$ cat src/rtl/viterbi_pkg.sv
// Shared types, code constants and branch helpers for the K=3, rate-1/2 (7,5) Viterbi decoder.
package viterbi_pkg;

    typedef logic [1:0] state_t;
    typedef logic [1:0] sym_t;

    localparam logic [2:0]  G0         = 3'b111;
    localparam logic [2:0]  G1         = 3'b101;
    localparam int unsigned NUM_STATES = 4;
    localparam int unsigned PM_INIT    = 4;

    // Encoder register is {u, s1, s0}; each output is the parity of the tapped bits.
    function automatic sym_t expected_sym(input state_t s, input logic u);
        logic [2:0] r;
        r = {u, s};
        return {^(r & G0), ^(r & G1)};
    endfunction

    function automatic logic [1:0] branch_metric(input sym_t rx, input state_t p, input logic u);
        sym_t d;
        d = rx ^ expected_sym(p, u);
        return {1'b0, d[1]} + {1'b0, d[0]};
    endfunction

endpackage

$ cat src/rtl/viterbi_decoder_k3_acs.sv
// Add-compare-select for one trellis state: saturating candidate sums, ties resolved to p0.
module vit_acs_unit #(
    parameter int unsigned PM_W = 6
) (
    input  logic [PM_W-1:0] pm0_i,
    input  logic [PM_W-1:0] pm1_i,
    input  logic [1:0]      bm0_i,
    input  logic [1:0]      bm1_i,
    output logic [PM_W-1:0] pm_o,
    output logic            sel_o
);

    logic [PM_W:0]   sum0;
    logic [PM_W:0]   sum1;
    logic [PM_W-1:0] cand0;
    logic [PM_W-1:0] cand1;

    always_comb begin
        sum0  = {1'b0, pm0_i} + {{(PM_W-1){1'b0}}, bm0_i};
        sum1  = {1'b0, pm1_i} + {{(PM_W-1){1'b0}}, bm1_i};
        cand0 = sum0[PM_W] ? '1 : sum0[PM_W-1:0];
        cand1 = sum1[PM_W] ? '1 : sum1[PM_W-1:0];
        sel_o = (cand1 < cand0);
        pm_o  = sel_o ? cand1 : cand0;
    end

endmodule

$ cat src/rtl/viterbi_decoder_k3.sv
// Hard-decision register-exchange Viterbi decoder for the (7,5) K=3 code; one symbol in,
// one decoded bit out per enabled cycle after TB_LEN symbols.
module viterbi_decoder_k3
    import viterbi_pkg::*;
#(
    parameter int unsigned TB_LEN = 16,
    parameter int unsigned PM_W   = 6
) (
    input  logic       clk,
    input  logic       rst,
    input  logic       enable_i,
    input  logic [1:0] d_in,
    output logic       d_out,
    output logic       valid_o
);

    localparam int unsigned         CNT_W   = $clog2(TB_LEN + 1);
    localparam logic [CNT_W-1:0]    CNT_MAX = CNT_W'(TB_LEN);

    logic [PM_W-1:0]   pm_q   [NUM_STATES];
    logic [PM_W-1:0]   pm_acs [NUM_STATES];
    logic [PM_W-1:0]   pm_d   [NUM_STATES];
    logic [TB_LEN-1:0] path_q [NUM_STATES];
    logic [TB_LEN-1:0] path_d [NUM_STATES];
    logic [NUM_STATES-1:0] sel;
    logic [PM_W-1:0]   pm_min;
    state_t            best;
    logic [CNT_W-1:0]  cnt_q;
    logic [CNT_W-1:0]  cnt_d;
    logic              d_out_q;
    logic              valid_q;

    // State {u,a} is reached from {a,0} and {a,1}; the decision bit shifted in is u.
    for (genvar g = 0; g < NUM_STATES; g++) begin : g_acs
        localparam state_t P0 = state_t'((g % 2) * 2);
        localparam state_t P1 = state_t'((g % 2) * 2 + 1);
        localparam logic   U  = (g >= 2);

        logic [1:0]        bm0;
        logic [1:0]        bm1;
        logic [TB_LEN-1:0] surv;

        assign bm0 = branch_metric(d_in, P0, U);
        assign bm1 = branch_metric(d_in, P1, U);

        vit_acs_unit #(.PM_W(PM_W)) u_acs (
            .pm0_i (pm_q[P0]),
            .pm1_i (pm_q[P1]),
            .bm0_i (bm0),
            .bm1_i (bm1),
            .pm_o  (pm_acs[g]),
            .sel_o (sel[g])
        );

        assign surv      = sel[g] ? path_q[P1] : path_q[P0];
        assign path_d[g] = {surv[TB_LEN-2:0], U};
    end

    // Strict less-than keeps the lowest index on ties.
    always_comb begin
        pm_min = pm_acs[0];
        best   = '0;
        for (int unsigned i = 1; i < NUM_STATES; i++) begin
            if (pm_acs[i] < pm_min) begin
                pm_min = pm_acs[i];
                best   = state_t'(i);
            end
        end
        for (int unsigned i = 0; i < NUM_STATES; i++) begin
            pm_d[i] = pm_acs[i] - pm_min;
        end
        cnt_d = (cnt_q == CNT_MAX) ? cnt_q : cnt_q + 1'b1;
    end

    always_ff @(posedge clk) begin
        if (!rst) begin
            for (int unsigned i = 0; i < NUM_STATES; i++) begin
                pm_q[i]   <= (i == 0) ? '0 : PM_W'(PM_INIT);
                path_q[i] <= '0;
            end
            cnt_q   <= '0;
            d_out_q <= 1'b0;
            valid_q <= 1'b0;
        end else if (enable_i) begin
            for (int unsigned i = 0; i < NUM_STATES; i++) begin
                pm_q[i]   <= pm_d[i];
                path_q[i] <= path_d[i];
            end
            cnt_q   <= cnt_d;
            d_out_q <= path_d[best][TB_LEN-1];
            valid_q <= (cnt_d == CNT_MAX);
        end else begin
            valid_q <= 1'b0;
        end
    end

    assign d_out   = d_out_q;
    assign valid_o = valid_q;

endmodule
$ cat config.mk
export PLATFORM = sky130hd
export DESIGN_NAME = viterbi_decoder_k3
export DESIGN_NICKNAME = d
export VERILOG_FILES = /design/src/rtl/viterbi_pkg.sv /design/src/rtl/viterbi_decoder_k3_acs.sv /design/src/rtl/viterbi_decoder_k3.sv
export SDC_FILE = /design/constraint.sdc
export NUM_CORES = 1
export LEC_CHECK = 0
export CORE_MARGIN = 5
export CORE_UTILIZATION = 35
export CTS_CLUSTER_SIZE = 30
export DETAILED_ROUTE_END_ITERATION = 12
export MAX_ROUTING_LAYER = met4
export PLACE_DENSITY = 0.57
export SKIP_CTS_REPAIR_TIMING = 1
export SLEW_MARGIN = 10
export SYNTH_ARGS = -nofsm -noshare
export SYNTH_HDL_FRONTEND = slang
export SYNTH_SLANG_ARGS = --single-unit
$ cat constraint.sdc
create_clock -name clk -period 9.82 [get_ports clk]
set_input_delay 0.982 -clock clk [delete_from_list [all_inputs] [get_ports clk]]
set_output_delay 0.982 -clock clk [all_outputs]
set_load 0.03 [all_outputs]
==> flow_metrics.tcl <==
set metrics [dict create \
    status "completed" \
    overflow 0 \
    numCtsBuffers 9 \
    rr_worst_depth 41 \
    yosysWarnings 0 \
    period_minus_slack_ns 9.070 \
    setup_violations 0 \
    htree_levels 3 \
    fin_util_pct 44.76 \
    rsz0062_at_grt "no" \
    period_share_pct 92.37 \
    drc_errors 0 \
    die_x_um 161.5 \
    tns_ns 0 \
    final_common_cell "buf_4" \
    finClkSkew_ns 0.007253 \
    final_area_um2 10130 \
    cts.sinks 87 \
    synth_cell_type_count 92 \
    die-area_um2 26070 \
    grtUsageTotal_pct 18.46 \
    drive_gt1_share_pct 26.41 \
    dp_hpwl_um 17840 \
    grt_max_degree 81 \
    path_class "in -> reg" \
    fmax_ghz 0.1103 \
    nNetsFinal 1103 \
    ys_ff_latch 87 \
    dr.pass1.iters 5 \
    clk_latency_ns 0.36 \
    synth_area_leaders "edfxtp_1 (30%), mux2i_1 (10%), ha_1 (9.0%)" \
    portBuffers 6 \
    synth_top_area_share_pct 29.54 \
    vias 7327 \
    synth_flop_cell "edfxtp_1" \
    post_drt_wl_per_cell_um 17.78 \
    io_pins 7 \
    slowest_delay_ns 0.51 \
    mostFrequentLayoutCells "buf_4 (164), nor2_1 (110), mux2i_1 (81), edfxtp_1 (79)" \
    cap_violations 0 \
    yosys.area.top_type "edfxtp_1" \
    clkSlewWorstSetupHoldPaths_ns 0.06 \
    rows 55 \
    holdPathStages 1 \
    antenna_left 0 \
    grt_pass1_wl_um 37280 \
    place_area_um2 9475 \
    grt_pass1_vias 6894 \
    antenna_found_initial 0 \
    finalMaxSlewViolations 0 \
    drt-initial-drc-count 616 \
    cp.arrival_ns 9.17 \
    cts_root_buf "clkbuf_16" \
    worst_setup_path_start_kind "input port" \
    place.gp.congestion 0.9494 \
    clockBufferDepth 2 \
    antennaDiodeCount 0 \
    hp-class "reg -> reg" \
    initial_core_util_pct 35.47 \
    critPathCaptureType "flip-flop" \
    core_area_um2 22640 \
    rrSetupSlack_ns 1.30 \
    timing.slew.headroom_pct 27.09 \
    async_reset_ff_share_pct 0 \
    cts_tree "done" \
    hold_violations 0 \
    syn-cell-area_um2 8030 \
    cp_slowest_cell "or4b_1" \
    viasPerCell 5.509 \
    cp_max_fo 7 \
    synthToLayoutAreaGrowth_pct 26.19 \
    syn_area_per_cell_um2 8.982 \
    synth_cells 894 \
    die_h_um 161.5 \
    synth_edf_count 79 \
    routed_wl_um 23640 \
    tightest_slew_ns 1.094 \
    syn-num-nets 957 \
    hold_slack_ns 0.5062 \
    crit_required_ns 9.92 \
    yosysSeqAreaShare_pct 31.54 \
]
final timing paths:
kind,from,endpoint
max,d_in[1],pm_q[0][5]$_SDFFCE_PN0P_
min,path_q[2][0]$_SDFFE_PP1N_,path_q[2][0]$_SDFFE_PP1N_
max reg2reg,pm_q[1][1]$_SDFFCE_PN0P_,pm_q[0][5]$_SDFFCE_PN0P_
min reg2reg,path_q[2][0]$_SDFFE_PP1N_,path_q[2][0]$_SDFFE_PP1N_
routing by layer:
layer / vias up / wire (µm) / GRT usage, %
met5: - / 0 / -
met4: 0 / 741 / 6.941
met3: 54 / 915 / 2.424
met2: 162 / 10820 / 28.28
met1: 3482 / 11170 / 24.98
li1: 3629 / - / -
per-stage QoR:
stage,cells,setup WS [ns]
after floorplan,894,0.01579
after global placement,1300,-0.4167
after detailed placement,1300,-0.5273
after CTS,1316,-0.2183
after global routing,1330,0.2629
final,1330,0.7497
flip-flops by register name (all words and copies together) (netlist names):
register,count
path_q,56
pm_q,24
cnt_q,5
d_out,1
valid_o,1
worst max-delay path: cells and delay by family:
kind / cells / cell delay, ns
compound gates: 17 / 3.31
simple gates: 9 / 1.45
fa+ha+maj: 6 / 1.37
buf+inv: 10 / 1.17
mux: 3 / 0.85
layout make-up:
type / count / area (µm²)
fill: 2216 / 12510
multi-input combinational: 722 / 5474
sequential: 87 / 2532
timing repair buffer: 172 / 1319
tap: 285 / 356.6
clock buffer: 10 / 229.0
inverter: 48 / 180.2
clock inverter: 6 / 42.54
cells in the mapped netlist (all sizes together), types with 13 or more instances:
master,instances
nor2,114
mux2i,84
edfxtp,79
o21ai,61
ha,58
nand2,52
a21oi,46
inv,46
clkbuf,25
nand3,23
nor3,22
xnor2,21
a21o,17
o21a,15
xor2,15
and3,14
nor2b,13
logic make-up (layout without fill, tap and decap cells):
family | after synthesis | count (layout) | share of synthesized area, %
compound gates | 235 | 235 | 20.82
xor+xnor | 36 | 36 | 4.020
fa+ha+maj | 64 | 64 | 9.816
buf+inv | 85 | 236 | 4.207
flops | 87 | 87 | 31.54
mux | 92 | 92 | 11.59
simple gates | 295 | 295 | 18.01
Power is left out: the tool's default activity adds up to more than one toggle a clock period on the data nets, which glitch-free logic cannot reach.
